File: src/rtl/apb_stepper_ctrl.sv
// APB3 multi-channel stepper pulse generator: per-channel STEP/DIR generation,
// absolute position tracking, abort, position preload and maskable done interrupt.
module apb_stepper_ctrl #(
    parameter int NUM_CH = 2,
    parameter int POS_W  = 24,
    parameter int PER_W  = 16,
    parameter int ADDR_W = 8
) (
    input  logic              SYSCLK,
    input  logic              SYSRESET,
    input  logic              PSEL,
    input  logic              PENABLE,
    input  logic              PWRITE,
    input  logic [ADDR_W-1:0] PADDR,
    input  logic [31:0]       PWDATA,
    output logic [31:0]       PRDATA,
    output logic              PREADY,
    output logic              PSLVERR,
    output logic [NUM_CH-1:0] STEP,
    output logic [NUM_CH-1:0] DIR,
    output logic              IRQ
);

    localparam int CH_W = ADDR_W - 4;

    typedef enum logic [1:0] {
        S_IDLE = 2'd0,
        S_HI   = 2'd1,
        S_LO   = 2'd2
    } state_e;

    typedef enum logic [1:0] {
        R_MOVE     = 2'd0,
        R_PERIOD   = 2'd1,
        R_POSITION = 2'd2,
        R_CSR      = 2'd3
    } reg_e;

    logic [CH_W-1:0]   ch_idx;
    reg_e              reg_sel;
    logic              access;
    logic              ch_ok;
    logic              busy_hit;
    logic              err;
    logic              wr_ok;
    logic [NUM_CH-1:0] ch_hit;
    logic [NUM_CH-1:0] busy;
    logic [NUM_CH-1:0] done;
    logic [NUM_CH-1:0] ie;
    logic [POS_W-1:0]  pos_rd [NUM_CH];
    logic [PER_W-1:0]  per_rd [NUM_CH];
    logic              irq_q;
    logic              unused_ok;

    assign ch_idx    = PADDR[ADDR_W-1:4];
    assign reg_sel   = reg_e'(PADDR[3:2]);
    assign access    = PSEL & PENABLE;
    assign unused_ok = ^{PADDR[1:0], PWDATA};

    always_comb begin : decode
        ch_hit = '0;
        for (int c = 0; c < NUM_CH; c++) begin
            ch_hit[c] = (ch_idx == CH_W'(c));
        end
    end

    assign ch_ok    = |ch_hit;
    assign busy_hit = |(busy & ch_hit);

    // Refused accesses (bad channel, MOVE/POSITION while moving) leave every register untouched.
    assign err     = access & (~ch_ok |
                     (PWRITE & ((reg_sel == R_MOVE) | (reg_sel == R_POSITION)) & busy_hit));
    assign wr_ok   = access & PWRITE & ~err;
    assign PSLVERR = err;
    assign PREADY  = 1'b1;

    always_comb begin : read_mux
        PRDATA = '0;
        if (access && !PWRITE) begin
            for (int c = 0; c < NUM_CH; c++) begin
                if (ch_hit[c]) begin
                    case (reg_sel)
                        R_PERIOD:   PRDATA = 32'(per_rd[c]);
                        R_POSITION: PRDATA = 32'(signed'(pos_rd[c]));
                        R_CSR:      PRDATA = {28'd0, 1'b0, ie[c], done[c], busy[c]};
                        default:    PRDATA = '0;
                    endcase
                end
            end
        end
    end

    for (genvar g = 0; g < NUM_CH; g++) begin : g_ch
        state_e           state_q, state_d;
        logic [PER_W-1:0] cnt_q, cnt_d;
        logic [PER_W-1:0] per_q, per_d;
        logic [PER_W-1:0] ph_per_q, ph_per_d;
        logic [POS_W-1:0] rem_q, rem_d;
        logic [POS_W-1:0] pos_q, pos_d;
        logic             dir_q, dir_d;
        logic             done_q, done_d;
        logic             ie_q, ie_d;
        logic             done_set, done_clr;
        logic             wr_sel, move_wr, per_wr, pos_wr, csr_wr, abort_wr;
        logic             phase_end;
        logic [PER_W-1:0] eff_per;
        logic [POS_W-1:0] mv_val, mv_mag;
        logic             step_c, busy_c;

        assign wr_sel   = wr_ok & ch_hit[g];
        assign move_wr  = wr_sel & (reg_sel == R_MOVE);
        assign per_wr   = wr_sel & (reg_sel == R_PERIOD);
        assign pos_wr   = wr_sel & (reg_sel == R_POSITION);
        assign csr_wr   = wr_sel & (reg_sel == R_CSR);
        assign abort_wr = csr_wr & PWDATA[3];

        assign eff_per   = (per_q == '0) ? PER_W'(1) : per_q;
        assign phase_end = (cnt_q == ph_per_q - PER_W'(1));
        assign mv_val    = PWDATA[POS_W-1:0];
        // The most negative count maps onto itself, which read unsigned is the right magnitude.
        assign mv_mag    = mv_val[POS_W-1] ? (POS_W'(0) - mv_val) : mv_val;

        // NOTE: sequential state uses non-blocking assignments so every register samples pre-edge values.
        always_ff @(posedge SYSCLK) begin : state_reg
            if (SYSRESET) begin
                state_q  <= S_IDLE;
                cnt_q    <= '0;
                per_q    <= PER_W'(1);
                ph_per_q <= PER_W'(1);
                rem_q    <= '0;
                pos_q    <= '0;
                dir_q    <= 1'b1;
                done_q   <= 1'b0;
                ie_q     <= 1'b0;
            end else begin
                state_q  <= state_d;
                cnt_q    <= cnt_d;
                per_q    <= per_d;
                ph_per_q <= ph_per_d;
                rem_q    <= rem_d;
                pos_q    <= pos_d;
                dir_q    <= dir_d;
                done_q   <= done_d;
                ie_q     <= ie_d;
            end
        end

        // NOTE: every combinational output is defaulted first so no path can infer a latch.
        always_comb begin : next_state
            state_d  = state_q;
            cnt_d    = cnt_q;
            per_d    = per_q;
            ph_per_d = ph_per_q;
            rem_d    = rem_q;
            pos_d    = pos_q;
            dir_d    = dir_q;
            ie_d     = ie_q;
            done_set = 1'b0;
            done_clr = 1'b0;

            case (state_q)
                S_IDLE: begin
                    if (move_wr) begin
                        if (mv_val != '0) begin
                            state_d  = S_HI;
                            cnt_d    = '0;
                            rem_d    = mv_mag;
                            dir_d    = ~mv_val[POS_W-1];
                            ph_per_d = eff_per;
                            done_clr = 1'b1;
                        end else begin
                            done_set = 1'b1;
                        end
                    end
                end
                S_HI: begin
                    if (phase_end) begin
                        state_d  = S_LO;
                        cnt_d    = '0;
                        ph_per_d = eff_per;
                        rem_d    = rem_q - POS_W'(1);
                        pos_d    = dir_q ? (pos_q + POS_W'(1)) : (pos_q - POS_W'(1));
                    end else begin
                        cnt_d = cnt_q + PER_W'(1);
                    end
                end
                S_LO: begin
                    if (phase_end) begin
                        cnt_d = '0;
                        if (rem_q == '0) begin
                            state_d  = S_IDLE;
                            done_set = 1'b1;
                        end else begin
                            state_d  = S_HI;
                            ph_per_d = eff_per;
                        end
                    end else begin
                        cnt_d = cnt_q + PER_W'(1);
                    end
                end
                default: state_d = S_IDLE;
            endcase

            // Abort drops an in-flight step: position counts only completed high phases.
            if (abort_wr && (state_q != S_IDLE)) begin
                state_d  = S_IDLE;
                cnt_d    = '0;
                rem_d    = rem_q;
                pos_d    = pos_q;
                done_set = 1'b1;
            end

            if (per_wr) per_d = PWDATA[PER_W-1:0];
            if (pos_wr) pos_d = PWDATA[POS_W-1:0];
            if (csr_wr) begin
                ie_d = PWDATA[2];
                if (PWDATA[1]) done_clr = 1'b1;
            end

            done_d = done_set | (done_q & ~done_clr);
        end

        always_comb begin : outputs
            step_c = (state_q == S_HI);
            busy_c = (state_q != S_IDLE);
        end

        assign STEP[g]   = step_c;
        assign DIR[g]    = dir_q;
        assign busy[g]   = busy_c;
        assign done[g]   = done_q;
        assign ie[g]     = ie_q;
        assign pos_rd[g] = pos_q;
        assign per_rd[g] = per_q;
    end

    always_ff @(posedge SYSCLK) begin : irq_reg
        if (SYSRESET) begin
            irq_q <= 1'b0;
        end else begin
            irq_q <= |(done & ie);
        end
    end

    assign IRQ = irq_q;

endmodule
File: config.mk
export PLATFORM = sky130hd
export DESIGN_NAME = apb_stepper_ctrl
export DESIGN_NICKNAME = d
export VERILOG_FILES = /design/src/rtl/apb_stepper_ctrl.sv
export SDC_FILE = /design/constraint.sdc
export NUM_CORES = 1
export LEC_CHECK = 0
export CELL_PAD_IN_SITES_DETAIL_PLACEMENT = 1
export CELL_PAD_IN_SITES_GLOBAL_PLACEMENT = 2
export CORE_MARGIN = 5
export CORE_UTILIZATION = 36
export DETAILED_ROUTE_END_ITERATION = 6
export HOLD_SLACK_MARGIN = 0.03
export PLACE_DENSITY_LB_ADDON = 0.1
export SYNTH_ARGS = -nofsm -noshare
export SYNTH_HDL_FRONTEND = slang
export SYNTH_SLANG_ARGS = --single-unit
File: constraint.sdc
create_clock -name SYSCLK -period 4.31 [get_ports SYSCLK]
set_clock_uncertainty 0.1 [all_clocks]
set_input_delay 0.862 -clock SYSCLK [delete_from_list [all_inputs] [get_ports SYSCLK]]
set_output_delay 0.862 -clock SYSCLK [all_outputs]
set_load 0.05 [all_outputs]
==> results.json, run 1 <==
{
  "drive_above_1_share_pct": 11.5,
  "io_buffers": 72,
  "syn_area_sq_um": 14800,
  "critPathKind": "primary input to output port",
  "cts.reportedPaths.clkPinSlew_ps": 60,
  "reg2reg_slack_ps": 310,
  "syn_nets": 2054,
  "antenna_left": 0,
  "cp_data_arrival_time_ps": 3160,
  "synth_fa_ha_area_share_pct": 5.24,
  "cp_data_required_time_ps": 3350,
  "grt_max_degree": 89,
  "dp_hpwl_um": 44900,
  "synth_top_family_by_area": "simple AND/OR/NAND/NOR gates",
  "fmax_mhz": 243,
  "synthCells": 1948,
  "wirelength_um": 59100,
  "synth.most_common_cell": "nand2_1",
  "fin_nets": 2118,
  "maxCapViolCount": 0,
  "gp_congestion": 0.863,
  "io_pins": 84,
  "hold_start": "g_ch[1].rem_q[7]$_SDFFE_PP0P_",
  "finalCritPeriodShare_pct": 95.6,
  "r2r-start": "g_ch[0].ph_per_q[9]$_SDFFE_PP0P_",
  "synth_area_leaders": "dfxtp_1, nand2_1, mux2i_1",
  "num_rows": 74,
  "cts.htree.levels": 1,
  "cts_hold_repair.buffers": 0,
  "p_per_area_nw_per_um2": 290,
  "synth_warnings": 0,
  "root_buffer": "clkbuf_16",
  "p_leak_nw": 6.99,
  "die_h_um": 213,
  "finalSetupViolations": 0,
  "ff2ff_path_depth": 8,
  "clkLatencyLatePin_ps": 550,
  "overflow": 0,
  "die_width_um": 213,
  "async_flop_share_pct": 0,
  "pre_cts_ws_ps": 16.3,
  "period_needed_ps": 4120,
  "finalMaxSlewViolations": 0,
  "synth_top_area_cell": "dfxtp_1",
  "p_int_mw": 3.68,
  "ir_drop_mv": 0.235,
  "pwr-share-seq_pct": 37.5,
  "setup_slack_ps": 189,
  "whs_ps": 374,
  "p_clk_share_pct": 48.6,
  "synth-xor-area-share_pct": 7.53,
  "r2r_end": "g_ch[0].pos_q[22]$_SDFFE_PP0P_",
  "startpoint_type": "primary input",
  "antenna_found_initial": 3,
  "vias_per_cell": 5.93,
  "status": "finished, final reports clean",
  "dpl.cell_count": 2515,
  "min_to": "g_ch[1].rem_q[7]$_SDFFE_PP0P_",
  "synth_top_cell_area_share_pct": 27.4,
  "drc_errors": 0,
  "tightest_slew_ps": 1050,
  "synth-compound-area-share_pct": 24.3,
  "synth.ff_latch_count": 203,
  "final_cells": 2565,
  "pwr-share-comb_pct": 13.9,
  "max_slew_margin_pct": 29.8,
  "clockBufferDepth": 3,
  "drt_first_pass_iters": 5,
  "swShare_pct": 28.0,
  "dieArea_sq_um": 45400,
  "cts_resized": 0,
  "start_util_pct": 36.4,
  "hold_depth": 2,
  "synth_mux_area_share_pct": 5.44,
  "timing.setup.tns_ps": 0,
  "clock-sinks": 203,
  "synthTopCellsByCount": "nand2_1, dfxtp_1, nor2_1, a21oi_1, clkbuf_1",
  "synth_edf_count": 0,
  "grt_pass1_wl_um": 91300,
  "wl_per_cell_um": 23.0,
  "synthSimpleGateAreaFrac_pct": 24.6,
  "rsz0062_at_grt": "no",
  "cts_tree": "done",
  "worst-path-max-fanout": 8,
  "total_power_mw": 5.11,
  "critPathCaptureType": "output port",
  "ys_types": 91,
  "vias": 15217,
  "power.switching_mw": 1.43,
  "grt_pass1_vias": 15220,
  "cts_buffers": 27,
  "synth_area_per_cell_sq_um": 7.62,
  "drt-initial-drc-count": 1109,
  "post_cts_buffers": 0,
  "grtUsageTotal_pct": 25.5,
  "synth_seq_area_share_pct": 27.4,
  "fp.coreArea_sq_um": 40800,
  "hold_class": "flip-flop to flip-flop",
  "synth_top_flop_cell": "dfxtp_1",
  "hold_violations": 0,
  "area_delta_synth_final_pct": 18.6
}
## how the worst max path moves through the flow
stage,from,endpoint,slack (ps),cells after the start
3_3_place_gp,PWDATA[0],g_ch[0].rem_q[16]$_SDFFE_PP0P_,60,11
2_1_floorplan,PADDR[7],PRDATA[16],-120,7
6_report,PADDR[7],PRDATA[18],190,6
5_1_grt,PADDR[6],PRDATA[18],40,6
4_1_cts,PADDR[7],PRDATA[18],200,6
3_5_place_dp,PWDATA[0],g_ch[0].rem_q[13]$_SDFFE_PP0P_,20,11
## sequential cells by signal, summed over array words and instances (netlist names)
| signal | cells |
|---|---|
| g_ch.ie_q | 2 |
| g_ch.state_q | 4 |
| g_ch.ph_per_q | 32 |
| IRQ | 1 |
| g_ch.cnt_q | 32 |
| g_ch.rem_q | 48 |
| g_ch.per_q | 32 |
| g_ch.dir_q | 2 |
| g_ch.pos_q | 48 |
| g_ch.done_q | 2 |
## layout by cell type, fill, tap and decap left out, types with 13 or more instances in the layout
| master | instances |
|---|---|
| nor3_1 | 73 |
| a21oi_1 | 117 |
| nand3_1 | 69 |
| clkbuf_16 | 27 |
| a21o_1 | 27 |
| a31oi_1 | 30 |
| or3_1 | 24 |
| buf_4 | 120 |
| nor2_1 | 200 |
| nand4_1 | 23 |
| nand2_1 | 222 |
| xnor2_1 | 77 |
| a221oi_1 | 32 |
| a211oi_1 | 47 |
| or4_1 | 13 |
| o21ai_0 | 79 |
| clkdlybuf4s50_1 | 38 |
| xor2_1 | 48 |
| ha_1 | 58 |
| mux2i_1 | 75 |
| and3_1 | 24 |
| dfxtp_1 | 203 |
| buf_12 | 21 |
| o31ai_1 | 26 |
| nor4_1 | 31 |
| o22ai_1 | 19 |
| inv_1 | 44 |
## power groups by stage
stage / Clock [mW] / Combinational (mW) / Sequential, mW
2_1_floorplan: 0 / 0.426 / 1.95
3_3_place_gp: 0 / 0.698 / 1.95
3_5_place_dp: 0 / 0.704 / 1.95
4_1_cts: 2.53 / 0.707 / 1.91
5_1_grt: 2.62 / 0.754 / 1.91
6_report: 2.48 / 0.712 / 1.91
## worst max-delay path, cell delays in order
cell,delay [ps]
clkdlybuf4s50_1,410
or3_1,530
or3_1,380
nand2b_1,310
a211oi_1,450
buf_12,200
## per-layer routing
metal	routed length, um	global-route usage (%)	vias to the layer above
li1	-	-	7318
met1	28100	36.3	7513
met2	26800	41.3	312
met3	2990	3.61	70
met4	1180	5.32	4
met5	27	0	-
## per-stage QoR
stage	util, %	instance area (sq um)
finish	43.1	17600
global route	43.1	17600
CTS	43.1	17600
detailed placement	40.7	16600
global placement	40.7	16600
floorplan	-	14900
## final cells by class
cell class / count / area [sq um]
tap: 532 / 666
multi-input combinational: 1554 / 10000
clock inverter: 15 / 213
clock buffer: 34 / 762
fill: 4975 / 23200
timing repair buffer: 179 / 1700
inverter: 47 / 176
sequential: 203 / 4060
antenna: 1 / 2.50
## cells by family (layout without fill, tap and decap cells)
| logic type | count (synthesis) | in the layout |
|---|---|---|
| other cells | 1 | 2 |
| flops | 203 | 203 |
| fa+ha+maj | 61 | 61 |
| compound gates | 526 | 526 |
| mux | 80 | 80 |
| simple gates | 760 | 760 |
| xor+xnor | 126 | 126 |
| buf+inv | 191 | 275 |
No activity file was read; power rests on OpenSTA's default activity.
==> run 2, diff against run 1 <==
- GPL_ROUTABILITY_DRIVEN: unset -> 0
==> results.json, run 2 (same netlist as run 1, synthesis figures left out) <==
{
  "max_slew_margin_pct": 41.8,
  "power.switching_mw": 1.43,
  "cts_buffers": 27,
  "clockBufferDepth": 3,
  "cp_data_required_time_ps": 3350,
  "antenna_left": 0,
  "pre_cts_ws_ps": 27.7,
  "pwr-share-seq_pct": 38.4,
  "tightest_slew_ps": 866,
  "drt-initial-drc-count": 961,
  "post_cts_buffers": 0,
  "root_buffer": "clkbuf_16",
  "fmax_mhz": 243,
  "overflow": 0,
  "finalMaxSlewViolations": 0,
  "start_util_pct": 36.4,
  "die_width_um": 213,
  "die_h_um": 213,
  "final_common_cell": "nand2_1",
  "critPathKind": "primary input to output port",
  "p_per_area_nw_per_um2": 285,
  "drt_first_pass_iters": 5,
  "dpl.cell_count": 2510,
  "cts_tree": "done",
  "hold_class": "flip-flop to flip-flop",
  "clock-sinks": 203,
  "reg_top3": "g_ch.pos_q: 48 flops, g_ch.rem_q: 48 flops",
  "wl_per_cell_um": 23.1,
  "p_leak_nw": 6.94,
  "drc_errors": 0,
  "setup_slack_ps": 196,
  "num-fill-cells": 4953,
  "final_cells": 2560,
  "period_needed_ps": 4110,
  "clkLatencyLatePin_ps": 550,
  "cts_resized": 0,
  "rsz0062_at_grt": "no",
  "fin_nets": 2113,
  "finalCritPeriodShare_pct": 95.5,
  "cts.htree.levels": 1,
  "cts.reportedPaths.clkPinSlew_ps": 60,
  "io_pins": 84,
  "multiInputGateArea_sq_um": 10000,
  "num_rows": 74,
  "antenna_found_initial": 5,
  "p_clk_share_pct": 47.4,
  "status": "finished, final reports clean",
  "cts_hold_repair.buffers": 0,
  "critPathCaptureType": "output port",
  "hold_violations": 0,
  "seqCellArea_sq_um": 4060,
  "wirelength_um": 59200,
  "cp_data_arrival_time_ps": 3150,
  "dp_hpwl_um": 45100,
  "grtUsageTotal_pct": 25.5,
  "finalSetupViolations": 0,
  "p_int_mw": 3.56,
  "pwr-share-comb_pct": 14.3,
  "drive_above_1_share_pct": 11.2,
  "maxCapViolCount": 0,
  "dieArea_sq_um": 45400,
  "grt_pass1_wl_um": 91700,
  "io_buffers": 72,
  "grt_max_degree": 59,
  "swShare_pct": 28.6,
  "vias_per_cell": 5.93,
  "worst-path-max-fanout": 9,
  "fp.coreArea_sq_um": 40800,
  "area_delta_synth_final_pct": 18.1,
  "vias": 15180,
  "final_cell_mix": "nand2_1, dfxtp_1, nor2_1, a21oi_1, buf_4",
  "grt_pass1_vias": 15427,
  "ir_drop_mv": 0.211,
  "startpoint_type": "primary input"
}
-- run 2: cell count changes in the layout (fill, tap and decap cells not counted) --
cell,change
buf_4,-6
bufinv_16,-2
buf_12,+1
clkinv_4,-1
clkinvlp_4,+1
diode_2,+1
inv_8,+1
-- run 2: cell type report --
cell class	instances	area share [%]
sequential	203	23.2
tap	532	3.80
clock buffer	34	4.35
clock inverter	14	0.928
antenna	2	0.0285
inverter	47	1.01
timing repair buffer	174	9.56
multi-input combinational	1554	57.2
-- run 2: power by group through the flow --
stage | clock network [mW] | logic, mW | registers, mW
after floorplan | 0 | 0.426 | 1.95
after global placement | 0 | 0.698 | 1.95
after detailed placement | 0 | 0.705 | 1.96
after CTS | 2.41 | 0.707 | 1.91
after global routing | 2.49 | 0.754 | 1.91
final | 2.36 | 0.712 | 1.91
-- run 2: worst paths after layout --
kind	start	endpoint	slack (ps)	cells after the start
max	PADDR[7]	PRDATA[28]	200	7
min	g_ch[1].rem_q[7]$_SDFFE_PP0P_	g_ch[1].rem_q[7]$_SDFFE_PP0P_	380	2
max reg2reg	g_ch[0].ph_per_q[9]$_SDFFE_PP0P_	g_ch[0].pos_q[16]$_SDFFE_PP0P_	230	8
min reg2reg	g_ch[1].rem_q[7]$_SDFFE_PP0P_	g_ch[1].rem_q[7]$_SDFFE_PP0P_	380	2
-- run 2: per-layer routing --
metal / GRT usage, % / wire length, um / up-vias
met5: 0 / 39 / -
met4: 6.36 / 1490 / 6
met3: 4.08 / 2760 / 79
met2: 41.5 / 26800 / 307
met1: 35.5 / 28100 / 7482
li1: - / - / 7306
-- run 2: per-stage QoR --
stage	cell area, sq um	TNS [ps]	hold slack [ps]	utilization [%]	power, mW
6_report	17500	0	376	42.9	4.99
5_1_grt	17500	0	397	42.9	5.16
3_3_place_gp	16600	0	355	40.7	2.65
2_1_floorplan	14900	-718	344	-	2.37
3_5_place_dp	16600	0	366	40.7	2.66
4_1_cts	17500	0	375	42.9	5.03
-- run 2: worst max-delay path, stage by stage --
cell	delay (ps)
clkdlybuf4s50_1	410
or3_1	540
or3_1	380
nand2b_1	320
a211oi_4	280
buf_12	200
buf_12	150
